==> src/rtl/vector_pkg.sv <==
// -----------------------------------------------------------------------------
// vector_pkg
// Shared types and constants for the vector display beam path.
//   DEFAULT_COORD_W : default coordinate width (12-bit DAC space, 0..4095)
//   state_t         : line engine FSM states
//   coord_t         : unsigned beam/target coordinate at the default width
//   delta_t         : signed per-axis delta (one extra bit for the sign)
//   err_t           : signed Bresenham error term; two bits wider than the
//                     deltas so that both err + dx + dy and 2*err fit
// -----------------------------------------------------------------------------
package vector_pkg;

   localparam int DEFAULT_COORD_W = 12;

   typedef enum logic [1:0] {
      IDLE   = 2'd0,
      SETUP  = 2'd1,
      DRAW   = 2'd2,
      SETTLE = 2'd3
   } state_t;

   typedef logic        [DEFAULT_COORD_W-1:0] coord_t;
   typedef logic signed [DEFAULT_COORD_W:0]   delta_t;
   typedef logic signed [DEFAULT_COORD_W+2:0] err_t;

endpackage

==> src/rtl/bresenham_step.sv <==
// -----------------------------------------------------------------------------
// bresenham_step
// Combinational single step of the integer Bresenham walk. Given the current
// point, the running error and the (constant) deltas/directions of the line,
// produces the next point and the updated error. Holds no state, so it can be
// shared by other curve walkers.
// Ports:
//   x, y           : current point
//   err            : current error term
//   dx             : |tx - x0|, non-negative
//   dy             : -|ty - y0|, non-positive
//   sx_neg, sy_neg : 1 = step towards smaller coordinates on that axis
//   x_next, y_next : next point
//   err_next       : error term after the step
// -----------------------------------------------------------------------------
module bresenham_step
   import vector_pkg::*;
#(
   parameter int COORD_W = DEFAULT_COORD_W
) (
   input  logic        [COORD_W-1:0] x,
   input  logic        [COORD_W-1:0] y,
   input  logic signed [COORD_W+2:0] err,
   input  logic signed [COORD_W:0]   dx,
   input  logic signed [COORD_W:0]   dy,
   input  logic                      sx_neg,
   input  logic                      sy_neg,
   output logic        [COORD_W-1:0] x_next,
   output logic        [COORD_W-1:0] y_next,
   output logic signed [COORD_W+2:0] err_next
);

   logic signed [COORD_W+2:0] dx_ext;
   logic signed [COORD_W+2:0] dy_ext;
   logic signed [COORD_W+2:0] e2;
   logic                      step_x;
   logic                      step_y;

   always_comb begin
      dx_ext   = {{2{dx[COORD_W]}}, dx};
      dy_ext   = {{2{dy[COORD_W]}}, dy};
      e2       = err <<< 1;
      // Both tests use the pre-step e2, so a diagonal move applies both.
      step_x   = (e2 >= dy_ext);
      step_y   = (e2 <= dx_ext);
      err_next = err;
      x_next   = x;
      y_next   = y;
      if (step_x) begin
         err_next = err_next + dy_ext;
         x_next   = sx_neg ? (x - COORD_W'(1)) : (x + COORD_W'(1));
      end
      if (step_y) begin
         err_next = err_next + dx_ext;
         y_next   = sy_neg ? (y - COORD_W'(1)) : (y + COORD_W'(1));
      end
   end

endmodule

==> src/rtl/vector_line_engine.sv <==
// -----------------------------------------------------------------------------
// vector_line_engine
// Command responder and beam generator for the vector display. Accepts
// absolute target points with a draw/jump pulse while ready is high.
//   draw : walk the beam to the target with Bresenham steps, beam on, each
//          point held for STEP_DIV clocks.
//   jump : move the beam to the target in one clock, beam off, then wait
//          JUMP_SETTLE clocks (blanked) for the deflection to settle.
// Ports:
//   clk          : system clock, rising edge
//   reset        : asynchronous, active-low
//   x, y         : target point, sampled on the accept edge
//   draw, jump   : single-cycle command pulses (jump wins if both)
//   ready        : idle and able to accept a command
//   x_out, y_out : current beam position to the X/Y DACs
//   z_out        : beam enable, 1 = visible
// -----------------------------------------------------------------------------
module vector_line_engine
   import vector_pkg::*;
#(
   parameter int COORD_W     = DEFAULT_COORD_W,
   parameter int STEP_DIV    = 1,
   parameter int JUMP_SETTLE = 16
) (
   input  logic               clk,
   input  logic               reset,
   input  logic [COORD_W-1:0] x,
   input  logic [COORD_W-1:0] y,
   input  logic               draw,
   input  logic               jump,
   output logic               ready,
   output logic [COORD_W-1:0] x_out,
   output logic [COORD_W-1:0] y_out,
   output logic               z_out
);

   localparam logic [15:0] STEP_LOAD   = 16'(STEP_DIV - 1);
   localparam logic [15:0] SETTLE_LOAD = 16'(JUMP_SETTLE - 1);

   state_t                    state_reg,      state_next;
   logic        [COORD_W-1:0] x_reg,          x_next;
   logic        [COORD_W-1:0] y_reg,          y_next;
   logic                      z_reg,          z_next;
   logic        [COORD_W-1:0] tx_reg,         tx_next;
   logic        [COORD_W-1:0] ty_reg,         ty_next;
   logic signed [COORD_W:0]   dx_reg,         dx_next;
   logic signed [COORD_W:0]   dy_reg,         dy_next;
   logic                      sx_neg_reg,     sx_neg_next;
   logic                      sy_neg_reg,     sy_neg_next;
   logic signed [COORD_W+2:0] err_reg,        err_next;
   logic        [15:0]        step_cnt_reg,   step_cnt_next;
   logic        [15:0]        settle_cnt_reg, settle_cnt_next;

   logic        [COORD_W-1:0] adx;
   logic        [COORD_W-1:0] ady;
   logic        [COORD_W-1:0] bx;
   logic        [COORD_W-1:0] by;
   logic signed [COORD_W+2:0] berr;

   bresenham_step #(
      .COORD_W (COORD_W)
   ) u_step (
      .x        (x_reg),
      .y        (y_reg),
      .err      (err_reg),
      .dx       (dx_reg),
      .dy       (dy_reg),
      .sx_neg   (sx_neg_reg),
      .sy_neg   (sy_neg_reg),
      .x_next   (bx),
      .y_next   (by),
      .err_next (berr)
   );

   always_ff @(posedge clk or negedge reset) begin
      if (!reset) begin
         state_reg      <= IDLE;
         x_reg          <= '0;
         y_reg          <= '0;
         z_reg          <= 1'b0;
         tx_reg         <= '0;
         ty_reg         <= '0;
         dx_reg         <= '0;
         dy_reg         <= '0;
         sx_neg_reg     <= 1'b0;
         sy_neg_reg     <= 1'b0;
         err_reg        <= '0;
         step_cnt_reg   <= '0;
         settle_cnt_reg <= '0;
      end else begin
         state_reg      <= state_next;
         x_reg          <= x_next;
         y_reg          <= y_next;
         z_reg          <= z_next;
         tx_reg         <= tx_next;
         ty_reg         <= ty_next;
         dx_reg         <= dx_next;
         dy_reg         <= dy_next;
         sx_neg_reg     <= sx_neg_next;
         sy_neg_reg     <= sy_neg_next;
         err_reg        <= err_next;
         step_cnt_reg   <= step_cnt_next;
         settle_cnt_reg <= settle_cnt_next;
      end
   end

   always_comb begin
      state_next      = state_reg;
      x_next          = x_reg;
      y_next          = y_reg;
      z_next          = z_reg;
      tx_next         = tx_reg;
      ty_next         = ty_reg;
      dx_next         = dx_reg;
      dy_next         = dy_reg;
      sx_neg_next     = sx_neg_reg;
      sy_neg_next     = sy_neg_reg;
      err_next        = err_reg;
      step_cnt_next   = step_cnt_reg;
      settle_cnt_next = settle_cnt_reg;
      adx             = '0;
      ady             = '0;

      case (state_reg)
         IDLE: begin
            if (jump) begin
               // Jump moves the beam on the accept edge itself.
               x_next          = x;
               y_next          = y;
               z_next          = 1'b0;
               settle_cnt_next = SETTLE_LOAD;
               state_next      = SETTLE;
            end else if (draw) begin
               tx_next    = x;
               ty_next    = y;
               state_next = SETUP;
            end
         end

         SETUP: begin
            adx         = (tx_reg >= x_reg) ? (tx_reg - x_reg) : (x_reg - tx_reg);
            ady         = (ty_reg >= y_reg) ? (ty_reg - y_reg) : (y_reg - ty_reg);
            dx_next     = $signed({1'b0, adx});
            dy_next     = -$signed({1'b0, ady});
            sx_neg_next = (tx_reg < x_reg);
            sy_neg_next = (ty_reg < y_reg);
            err_next    = {{2{dx_next[COORD_W]}}, dx_next}
                        + {{2{dy_next[COORD_W]}}, dy_next};
            step_cnt_next = STEP_LOAD;
            z_next        = 1'b1;
            state_next    = DRAW;
         end

         DRAW: begin
            if (step_cnt_reg != '0) begin
               step_cnt_next = step_cnt_reg - 16'd1;
            end else if ((x_reg == tx_reg) && (y_reg == ty_reg)) begin
               // Endpoint has had its dwell: blank and hold position.
               z_next     = 1'b0;
               state_next = IDLE;
            end else begin
               x_next        = bx;
               y_next        = by;
               err_next      = berr;
               step_cnt_next = STEP_LOAD;
            end
         end

         SETTLE: begin
            if (settle_cnt_reg == '0) begin
               state_next = IDLE;
            end else begin
               settle_cnt_next = settle_cnt_reg - 16'd1;
            end
         end

         default: begin
            state_next = IDLE;
         end
      endcase
   end

   // Decoded from the state register only, so draw/jump never reach ready
   // combinationally.
   assign ready = (state_reg == IDLE);
   assign x_out = x_reg;
   assign y_out = y_reg;
   assign z_out = z_reg;

   // Doubling err inside the step must never overflow: the top two bits of
   // err have to agree.
   err_no_overflow: assert property (@(posedge clk) disable iff (!reset)
      err_reg[COORD_W+2] == err_reg[COORD_W+1]);

endmodule
==> config.mk <==
export PLATFORM = sky130hd
export DESIGN_NAME = vector_line_engine
export DESIGN_NICKNAME = d
export VERILOG_FILES = /design/src/rtl/vector_pkg.sv /design/src/rtl/bresenham_step.sv /design/src/rtl/vector_line_engine.sv
export SDC_FILE = /design/constraint.sdc
export NUM_CORES = 1
export LEC_CHECK = 0
export BUFFER_PORTS_ARGS = -buffer_cell sky130_fd_sc_hd__buf_2
export CAP_MARGIN = 15
export CORE_ASPECT_RATIO = 1.2
export CORE_MARGIN = 5
export CORE_UTILIZATION = 65
export CTS_BUF_LIST = sky130_fd_sc_hd__clkbuf_4
export CTS_CLUSTER_DIAMETER = 80
export CTS_CLUSTER_SIZE = 40
export DETAILED_ROUTE_END_ITERATION = 10
export GPL_ROUTABILITY_DRIVEN = 0
export GPL_TIMING_DRIVEN = 0
export HOLD_SLACK_MARGIN = 0.03
export PLACE_DENSITY_LB_ADDON = 0.08
export SETUP_SLACK_MARGIN = 0.2
export SLEW_MARGIN = 20
export SYNTH_ARGS = -nofsm -noshare
export SYNTH_HDL_FRONTEND = slang
export SYNTH_SLANG_ARGS = --single-unit
export TNS_END_PERCENT = 30
==> constraint.sdc <==
create_clock -name clk -period 6.08 [get_ports clk]
set_clock_uncertainty 0.1 [all_clocks]
set_input_delay 0.304 -clock clk [delete_from_list [all_inputs] [get_ports clk]]
set_output_delay 0.304 -clock clk [all_outputs]
set_load 0.005 [all_outputs]
## After elaboration in Yosys (flattened, before gate mapping)

Index checks and enable logic that the tools add are counted.

- Output and inout port bits: 26
- Logic and storage cells: 100
- Register bits after elaboration: 125

- Eq/ne operators: 15
- Order comparisons: 6
- $add $sub $neg: 14
- Reductions and logical operators: 16
- Muxes and demuxes: 35
- Bitwise operators: 1

Operators by type and width:

| operator | count |
|---|---|
| $mux 12 | 12 |
| $mux 16 | 4 |
| $pmux 16 s2 | 2 |
| $mux 15 | 4 |
| $pmux 12 s2 | 2 |
| $sub 12x12->12 | 4 |
| $sub 16x1->16 const B | 2 |
| $add 15x13->15 | 2 |
| $pmux 15 s2 | 1 |
| $add 12x1->12 const B | 2 |
| $eq 12x12->1 | 2 |
| $ge 12x12->1 | 2 |
| $lt 12x12->1 | 2 |
| $sub 12x1->12 const B | 2 |
| $logic_not 16->1 | 1 |
| $reduce_bool 16->1 | 1 |
| $ge 15x13->1 | 1 |
| $le 15x13->1 | 1 |
| $add 13x13->14 | 1 |
| $neg 12->13 | 1 |
| $ne 2x2->1 const B | 6 |
| $mux 2 | 5 |
| $reduce_and 5->1 | 2 |
| $reduce_and 3->1 | 3 |
| 14 further kinds | 22 |

## Depth between registers and ports, before layout

Gate-level depths: netlist of run 1.

- Word-level depth: 7
- Depth in mapped cells: 23
- Depth with buffers taken out: 23

## Hierarchy

Synthesis of run 1 repeated with hierarchy kept, for this count alone.

- Cells, all modules: 1405
- Area, all modules: 11680.0 um^2

By module, submodules not included:

| module | instances | area each (um^2) | cells an instance |
|---|---|---|---|
| vector_line_engine | 1 | 8231.6 | 932 |
| bresenham_step | 1 | 3448.3 | 473 |

## Least setup slack after synthesis of run 1

Ideal clock, no wire load.

- Kind: register -> register
- From: register y_reg[1], in the netlist y_out[1]
- To: register err_reg[11]
- Path buffers: 0
- Clock period less this slack: 4.797 ns
- Library setup time: 0.084 ns
- Setup slack: 1.283 ns
- Data arrival time: 4.613 ns
- Stages on the path, launching flop included: 21
- Cells stage by stage: dfrtp_1 > inv_1 > fa_1 > nand3_1 > nand2_1 > a221o_1 > nor2_2 > mux2i_1 > ha_1 > o21ai_0 > or3_1 > nor4b_1 > xor2_1 > ha_1 > and2_1 > o21ai_0 > o211ai_1 > o21ai_0 > xnor2_1 > a21oi_1 > o22ai_1

- Longest elaborated chain between the ends: 5
- Elaborated cells between the ends (all ways): 11
- Those cells by class: add/sub: 4; order compare: 1; eq/ne: 2; mux: 2; reduce/logical: 2

Ends and longest elaborated chain:

| element | RTL line | source |
|---|---|---|
| start, declared | vector_line_engine.sv:42 | `logic [COORD_W-1:0] y_reg, y_next;` |
| start signal, assigned | vector_line_engine.sv:93 | `y_reg <= y_next;` |
| $sub 12x12->12 or $ge 12x12->1 (tied branches) | vector_line_engine.sv:142 | `ady = (ty_reg >= y_reg) ? (ty_reg - y_reg) : (y_reg - ty_reg);` |
| $mux 12 | vector_line_engine.sv:142 |  |
| $neg 12->13 | vector_line_engine.sv:144 | `dy_next = -$signed({1'b0, ady});` |
| $add 13x13->14 | vector_line_engine.sv:148 | `+ {{2{dy_next[COORD_W]}}, dy_next};` |
| $pmux 15 s2 | vector_line_engine.sv:124 | `case (state_reg)` |
| end signal, assigned | vector_line_engine.sv:101 | `err_reg <= err_next;` |
| end, declared | vector_line_engine.sv:50 | `logic signed [COORD_W+2:0] err_reg, err_next;` |

Several ways; a longest one is shown, not always the timed one.
A chain may end at the register's enable or synchronous reset.

## Worst setup path in the final report of run 1

Ends and elaborated chain as after synthesis.

==> impl_metrics.yaml, run 1 <==
outcome:
  result_of_the_run: "completed"
critical_path:
  crit_chain: "inv_1 -> fa_1 -> nand3_1 -> nand2_1 -> a221o_1 -> nor2_2 -> mux2i_1 -> ha_1 -> o21ai_0 -> or3_1 -> nor4b_1 -> xor2_1 -> ha_1 -> and2_1 -> o21ai_0 -> o211ai_1 -> o21ai_0 -> xnor2_1 -> a21oi_1 -> o22ai_1"
  nature_of_the_critical_path_endpoint: "flop"
  worst_r2r_path_depth: 20
  crit_fanout: 7
  crit_arrival_ns: 5.98
  critPathMaxStageDelay_ns: 0.49
  largest_delay_contributor_family_on_the_critical_path: "simple AND/OR/NAND/NOR gates"
  setup.worst_path.end: "err_reg[11]"
  reg2reg_to: "err_reg[11]"
  critical_path.startpoint: "y_out[1]"
  timing.critical_path.required_ns: 6.43
  worst-path-stages: 20
  worst-setup-path-type: "reg -> reg"
  slowest_stage: "sky130_fd_sc_hd__dfrtp_1"
  worstSetupStartpointType: "flop"
  r2r_setup_slack_ns: 0.45
  timing.rr.start: "y_out[1]"
  path_common_cell: "sky130_fd_sc_hd__o21ai_0"
  timing.critical_path.buf_inv: 1
synthesis:
  synth.cell_area_sq_mm: 0.0109
  synth_top_area_cells: "sky130_fd_sc_hd__dfrtp_1 28%, sky130_fd_sc_hd__ha_1 15%, sky130_fd_sc_hd__o21ai_0 5.8%, sky130_fd_sc_hd__a21oi_1 4.7%, sky130_fd_sc_hd__nand2_1 4.6%"
  syn-num-nets: 1483
  seq_area_frac_synth_pct: 28.4
  postSynthCellCount: 1314
  synth_largest_type_area_fraction_pct: 28.4
  synth_seq_cells: 124
  number_of_flops_mapped_to_enable_cells_by_yosys: 0
  yosysWarningCount: 0
  postSynth.topFlopCell: "sky130_fd_sc_hd__dfrtp_1"
  synthDominantAreaCellType: "sky130_fd_sc_hd__dfrtp_1"
  ys_types: 73
  synthArstFlopShare_pct: 100
  post_synth.cell_area_avg_sq_um: 8.31
floorplan:
  initial_utilization_pct: 65.3
  floorplan.die_area_sq_mm: 0.0195
  io_pins: 54
  core_area_sq_mm: 0.0167
  die_h_microns: 152
  dieWidth_microns: 128
  fp-row-count: 52
routing:
  ant_nets: 0
  number_of_optimization_iterations_in_the_first_detailed_route_pass: 5
  post-route-drc-count: 0
  met2_length_microns: 14500
  routed_met3_length_microns: 1670
  viasPerCell: 6.09
  wl_met1_microns: 12200
  drt-wirelength-per-cell_microns: 18.1
  routed_wl_microns: 29700
  route.vias.total: 10000
  first_drt_iteration_drcs: 736
  top_signal_layer_used: "met4"
clock_tree:
  tritoncts.num_buffers: 17
  cts.htree.levels: 4
  clock_sink_count: 124
  clockBufferDepth: 2
  worst_setup_hold_path_clk_slew_ns: 0.13
  clock_latency_on_the_worst_skew_pair_ns: 0.58
  cts_tree: "done"
  clock-root-buffer: "sky130_fd_sc_hd__clkbuf_4"
  cts_post_setup_buffers_inserted: 0
final_layout:
  layout_common_cells: "135 x sky130_fd_sc_hd__nand2_1, 132 x sky130_fd_sc_hd__ha_1, 127 x sky130_fd_sc_hd__o21ai_0, 124 x sky130_fd_sc_hd__dfrtp_1, 119 x sky130_fd_sc_hd__inv_1"
  layout_commonest_cell: "sky130_fd_sc_hd__nand2_1"
  postLayoutCoreUtil_pct: 72.8
  syn_to_final_growth_pct: 11.4
  layout-drive-gt1-share_pct: 8.27
  finalNetCount: 1583
sta:
  timing.final.crit_share_pct: 92.6
  worst_pin_slew_ns: 1.13
  finalSetupViolCount: 0
  rsz0062_at_grt: "true"
  tns_ns: 0
  final_hold_viol_count: 0
  achievable-frequency_mhz: 178
  slew_viol_final: 0
  setup_slack_ns: 0.449
  slew_headroom_pct: 23.9
  final_period_minus_worst_setup_slack_ns: 5.63
placement:
  portBuffers: 53
  worst_slack_after_detailed_placement_ns: 0.481
  place.detailed.hpwl_microns: 22400
global_route:
  grt_antenna_before_repair: 1
  globalRoute.totalOverflow: 0
  first_global_vias: 9905
  grt_util_all_layers_pct: 30.5
  grt_max_degree: 95
  grt_pass1_wl_microns: 48100
min_path:
  timing.hold.worst.class: "in -> async"
run:
  max_cap_violation_count: 0
==> worst reg2reg max path: stages, from the launching register on <==
cell                       delay (ns)
sky130_fd_sc_hd__dfrtp_1         0.49
sky130_fd_sc_hd__inv_1           0.18
sky130_fd_sc_hd__fa_1            0.49
sky130_fd_sc_hd__nand3_1         0.18
sky130_fd_sc_hd__nand2_1         0.15
sky130_fd_sc_hd__a221o_1         0.44
sky130_fd_sc_hd__nor2_2          0.36
sky130_fd_sc_hd__mux2i_1         0.24
sky130_fd_sc_hd__ha_1            0.19
sky130_fd_sc_hd__o21ai_0         0.15
sky130_fd_sc_hd__or3_1           0.42
sky130_fd_sc_hd__nor4b_1         0.37
sky130_fd_sc_hd__xor2_1          0.26
sky130_fd_sc_hd__ha_1            0.33
sky130_fd_sc_hd__and2_1          0.18
sky130_fd_sc_hd__o21ai_0         0.19
sky130_fd_sc_hd__o211ai_1        0.13
sky130_fd_sc_hd__o21ai_0         0.16
sky130_fd_sc_hd__xnor2_1         0.12
sky130_fd_sc_hd__a21oi_1         0.25
sky130_fd_sc_hd__o22ai_1         0.12
==> layout make-up <==
class	count	area, sq um
tap	216	270
inverter	119	447
sequential	124	3100
buffer	42	166
clock inverter	15	269
fill	1313	4550
clock buffer	17	128
timing repair buffer	81	573
multi-input combinational	1029	7210
antenna	1	2.50
==> metrics by stage <==
stage,instance area (sq um),std cells,hold slack [ns]
detailed placement,11500,1584,0.0858
finish,12200,1644,0.0622
floorplan,10900,1314,-0.0916
global route,12200,1644,0.0582
global placement,11500,1583,0.375
CTS,12200,1643,0.0516
==> how the worst min path moves through the flow <==
| stage | startpoint | end | slack, ns | depth (start not counted) |
|---|---|---|---|---|
| floorplan | reset | dx_reg[0] | -0.09 | 0 |
| global placement | step_cnt_reg[15] | step_cnt_reg[15] | 0.38 | 1 |
| detailed placement | reset | dx_reg[7] | 0.09 | 1 |
| CTS | reset | tx_reg[9] | 0.05 | 2 |
| global route | reset | tx_reg[8] | 0.06 | 2 |
| finish | reset | tx_reg[8] | 0.06 | 2 |
==> cell usage after synthesis (all sizes together), types with 13 or more instances <==
master / number
a21o: 35
o21ai: 131
a211oi: 13
inv: 119
o21bai: 16
o211ai: 15
nor2: 91
a21oi: 102
dfrtp: 124
ha: 132
nand2: 136
xnor2: 51
clkbuf: 36
xor2: 36
nand3: 24
mux2i: 16
a31oi: 13
nor2b: 26
nor3: 28
==> cell families after synthesis <==
group,after synthesis,share of synthesized area [%]
and+or+nand+nor,382,16.9
xor gates and xnor gates,88,7.25
buffers and inverters,161,5.59
DFF,124,28.4
adders and majority gates,141,16.8
AOI/OAI and AO/OA,390,22.3
muxes,28,2.74
==> per-layer routing <==
layer  GRT usage [%]  vias up
met5               0        -
met4            14.9        0
met3            5.48       95
met2            50.2      339
met1            38.4     4749
li1                -     4831
==> timing repair <==
item	4_1_cts	5_1_grt
hold endpoints to repair	176	0
gates resized for setup	0	5
hold buffers	27	0
endpoints found under the setup margin	0	3
Power of run 1 is not shown: default switching activity piles up to over one toggle a cycle in this logic, so the estimate is an artifact.
==> inputs of run 2 (changes only) <==
==> constraint.sdc (replaced) <==
create_clock -name clk -period 6.08 [get_ports clk]
set_clock_uncertainty 0.1 [all_clocks]
set_input_delay 0.608 -clock clk [delete_from_list [all_inputs] [get_ports clk]]
set_output_delay 0.608 -clock clk [all_outputs]
set_load 0.005 [all_outputs]
==> run 2 against run 1 <==
Net effect:
- first-iteration DRC count down 12%
- die area stayed put
- cell area shrank 2.1%
- register-to-register slack better by 0.04 ns
- critical path type unchanged
- count of clock-buffer cells in the layout stayed put
- sequential share of layout area increased by 0.55 points
- global-route usage shrank 0.33 points
- flip-flop and latch count is the same
- via count is 1.1% lower
- critical path depth is the same
- routed wire length decreased by 1.3%
- worst setup slack better by 0.036 ns
==> impl_metrics.yaml, run 2 (same netlist as run 1, synthesis figures left out) <==
routing:
  viasPerCell: 6.12
  ant_nets: 0
  route.vias.total: 9907
  drt-wirelength-per-cell_microns: 18.1
  post-route-drc-count: 0
  number_of_optimization_iterations_in_the_first_detailed_route_pass: 5
  routed_wl_microns: 29300
  first_drt_iteration_drcs: 646
critical_path:
  worst_r2r_path_depth: 20
  critical_path.startpoint: "y_out[1]"
  nature_of_the_critical_path_endpoint: "flop"
  path_common_cell: "sky130_fd_sc_hd__o21ai_0"
  worstSetupStartpointType: "flop"
  critPathMaxStageDelay_ns: 0.49
  crit_chain: "inv_1 -> fa_1 -> nand3_1 -> nand2_1 -> a221o_1 -> nor2_2 -> mux2i_1 -> ha_1 -> o21ai_0 -> or3_1 -> nor4b_1 -> xor2_1 -> ha_1 -> and2_1 -> o21ai_0 -> o211ai_1 -> o21ai_0 -> xnor2_1 -> a21oi_1 -> o22ai_1"
  crit_fanout: 7
  worst-path-stages: 20
  reg2reg_to: "err_reg[11]"
  largest_delay_contributor_family_on_the_critical_path: "simple AND/OR/NAND/NOR gates"
  timing.critical_path.required_ns: 6.47
  r2r_setup_slack_ns: 0.48
  timing.rr.start: "y_out[1]"
  timing.critical_path.buf_inv: 1
  worst-setup-path-type: "reg -> reg"
  setup.worst_path.end: "err_reg[11]"
  crit_arrival_ns: 5.99
  slowest_stage: "sky130_fd_sc_hd__dfrtp_1"
sta:
  final_period_minus_worst_setup_slack_ns: 5.60
  timing.final.crit_share_pct: 92.0
  final_hold_viol_count: 0
  tns_ns: 0
  finalSetupViolCount: 0
  rsz0062_at_grt: "true"
  achievable-frequency_mhz: 179
  setup_slack_ns: 0.485
  slew_viol_final: 0
  slew_headroom_pct: 22.9
  worst_pin_slew_ns: 1.15
  fin_worst_hold_slack_ns: 0.132
clock_tree:
  cts_post_setup_buffers_inserted: 0
  clock_sink_count: 124
  clock_latency_on_the_worst_skew_pair_ns: 0.58
  clock-root-buffer: "sky130_fd_sc_hd__clkbuf_4"
  cts.htree.levels: 4
  clockBufferDepth: 2
  tritoncts.num_buffers: 17
  worst_setup_hold_path_clk_slew_ns: 0.12
  cts_tree: "done"
global_route:
  grt_antenna_before_repair: 1
  global_route.usage.met1_pct: 38.1
  globalRoute.totalOverflow: 0
  grt_pass1_wl_microns: 47600
  grt_util_all_layers_pct: 30.2
  met3_usage_pct: 5.79
  grt.busiest_layer: "met2"
  grt_max_degree: 95
  first_global_vias: 9746
  global_route.usage.met2_pct: 49.4
final_layout:
  syn_to_final_growth_pct: 9.08
  layout_commonest_cell: "sky130_fd_sc_hd__nand2_1"
  layout_common_cells: "135 x sky130_fd_sc_hd__nand2_1, 132 x sky130_fd_sc_hd__ha_1, 127 x sky130_fd_sc_hd__o21ai_0, 124 x sky130_fd_sc_hd__dfrtp_1, 119 x sky130_fd_sc_hd__inv_1"
  layout-drive-gt1-share_pct: 8.42
  fillerInstances: 1351
  postLayoutCoreUtil_pct: 71.2
  finalNetCount: 1557
outcome:
  result_of_the_run: "completed"
floorplan:
  initial_utilization_pct: 65.3
  dieWidth_microns: 128
  die_h_microns: 152
  io_pins: 54
  core_area_sq_mm: 0.0167
  floorplan.die_area_sq_mm: 0.0195
  fp-row-count: 52
placement:
  place.detailed.hpwl_microns: 22400
  portBuffers: 53
  worst_slack_after_detailed_placement_ns: 0.481
run:
  max_cap_violation_count: 0
min_path:
  timing.hold.worst.class: "in -> reg"
==> run 2: final cells by class <==
| class | instances | area, sq um | share of cell area [%] |
|---|---|---|---|
| clock buffers | 17 | 128 | 1.07 |
| repair buffers | 55 | 313 | 2.63 |
| diodes | 2 | 5.00 | 0.0420 |
| clock inverters | 15 | 269 | 2.26 |
| inverters | 119 | 447 | 3.75 |
| multi-input cells | 1029 | 7210 | 60.5 |
| plain buffers | 42 | 166 | 1.40 |
| flip-flops and latches | 124 | 3100 | 26.1 |
| well taps | 216 | 270 | 2.27 |
==> run 2: tightest hold or removal path, delay by kind of cell <==
family / cells / cell delay (ns)
buffers and inverters: 1 / 0.08
AO/OA/AOI/OAI: 1 / 0.05
AND/OR/NAND/NOR: 1 / 0.04
==> run 2: repair_timing <==
item                                    CTS  global route
resized for setup                         0             5
endpoints found under the setup margin    0             3
hold buffers                              1             0
endpoints found under the hold margin    30             0
==> run 2: how the worst min path moves through the flow <==
| stage | start | slack [ns] | to | depth (start not counted) |
|---|---|---|---|---|
| after detailed placement | settle_cnt_reg[0] | 0.39 | settle_cnt_reg[0] | 1 |
| final | y[5] | 0.13 | ty_reg[5] | 3 |
| after global placement | step_cnt_reg[15] | 0.38 | step_cnt_reg[15] | 1 |
| after floorplan | reset | 0.21 | dx_reg[0] | 0 |
| after CTS | y[5] | 0.11 | ty_reg[5] | 3 |
| after global routing | y[5] | 0.12 | ty_reg[5] | 3 |
==> run 2: layer usage <==
metal,vias up,share of wire (%)
met3,89,5.6
met2,338,49
met4,0,4.3
met1,4695,42
li1,4785,-
met5,-,0
==> run 2: through the flow <==
stage | cell area, sq um | cells
after global placement | 11500 | 1583
final | 11900 | 1619
after global routing | 11900 | 1619
after CTS | 11900 | 1617
after floorplan | 10900 | 1314
after detailed placement | 11500 | 1584
Power of run 2 is left out for the same reason.
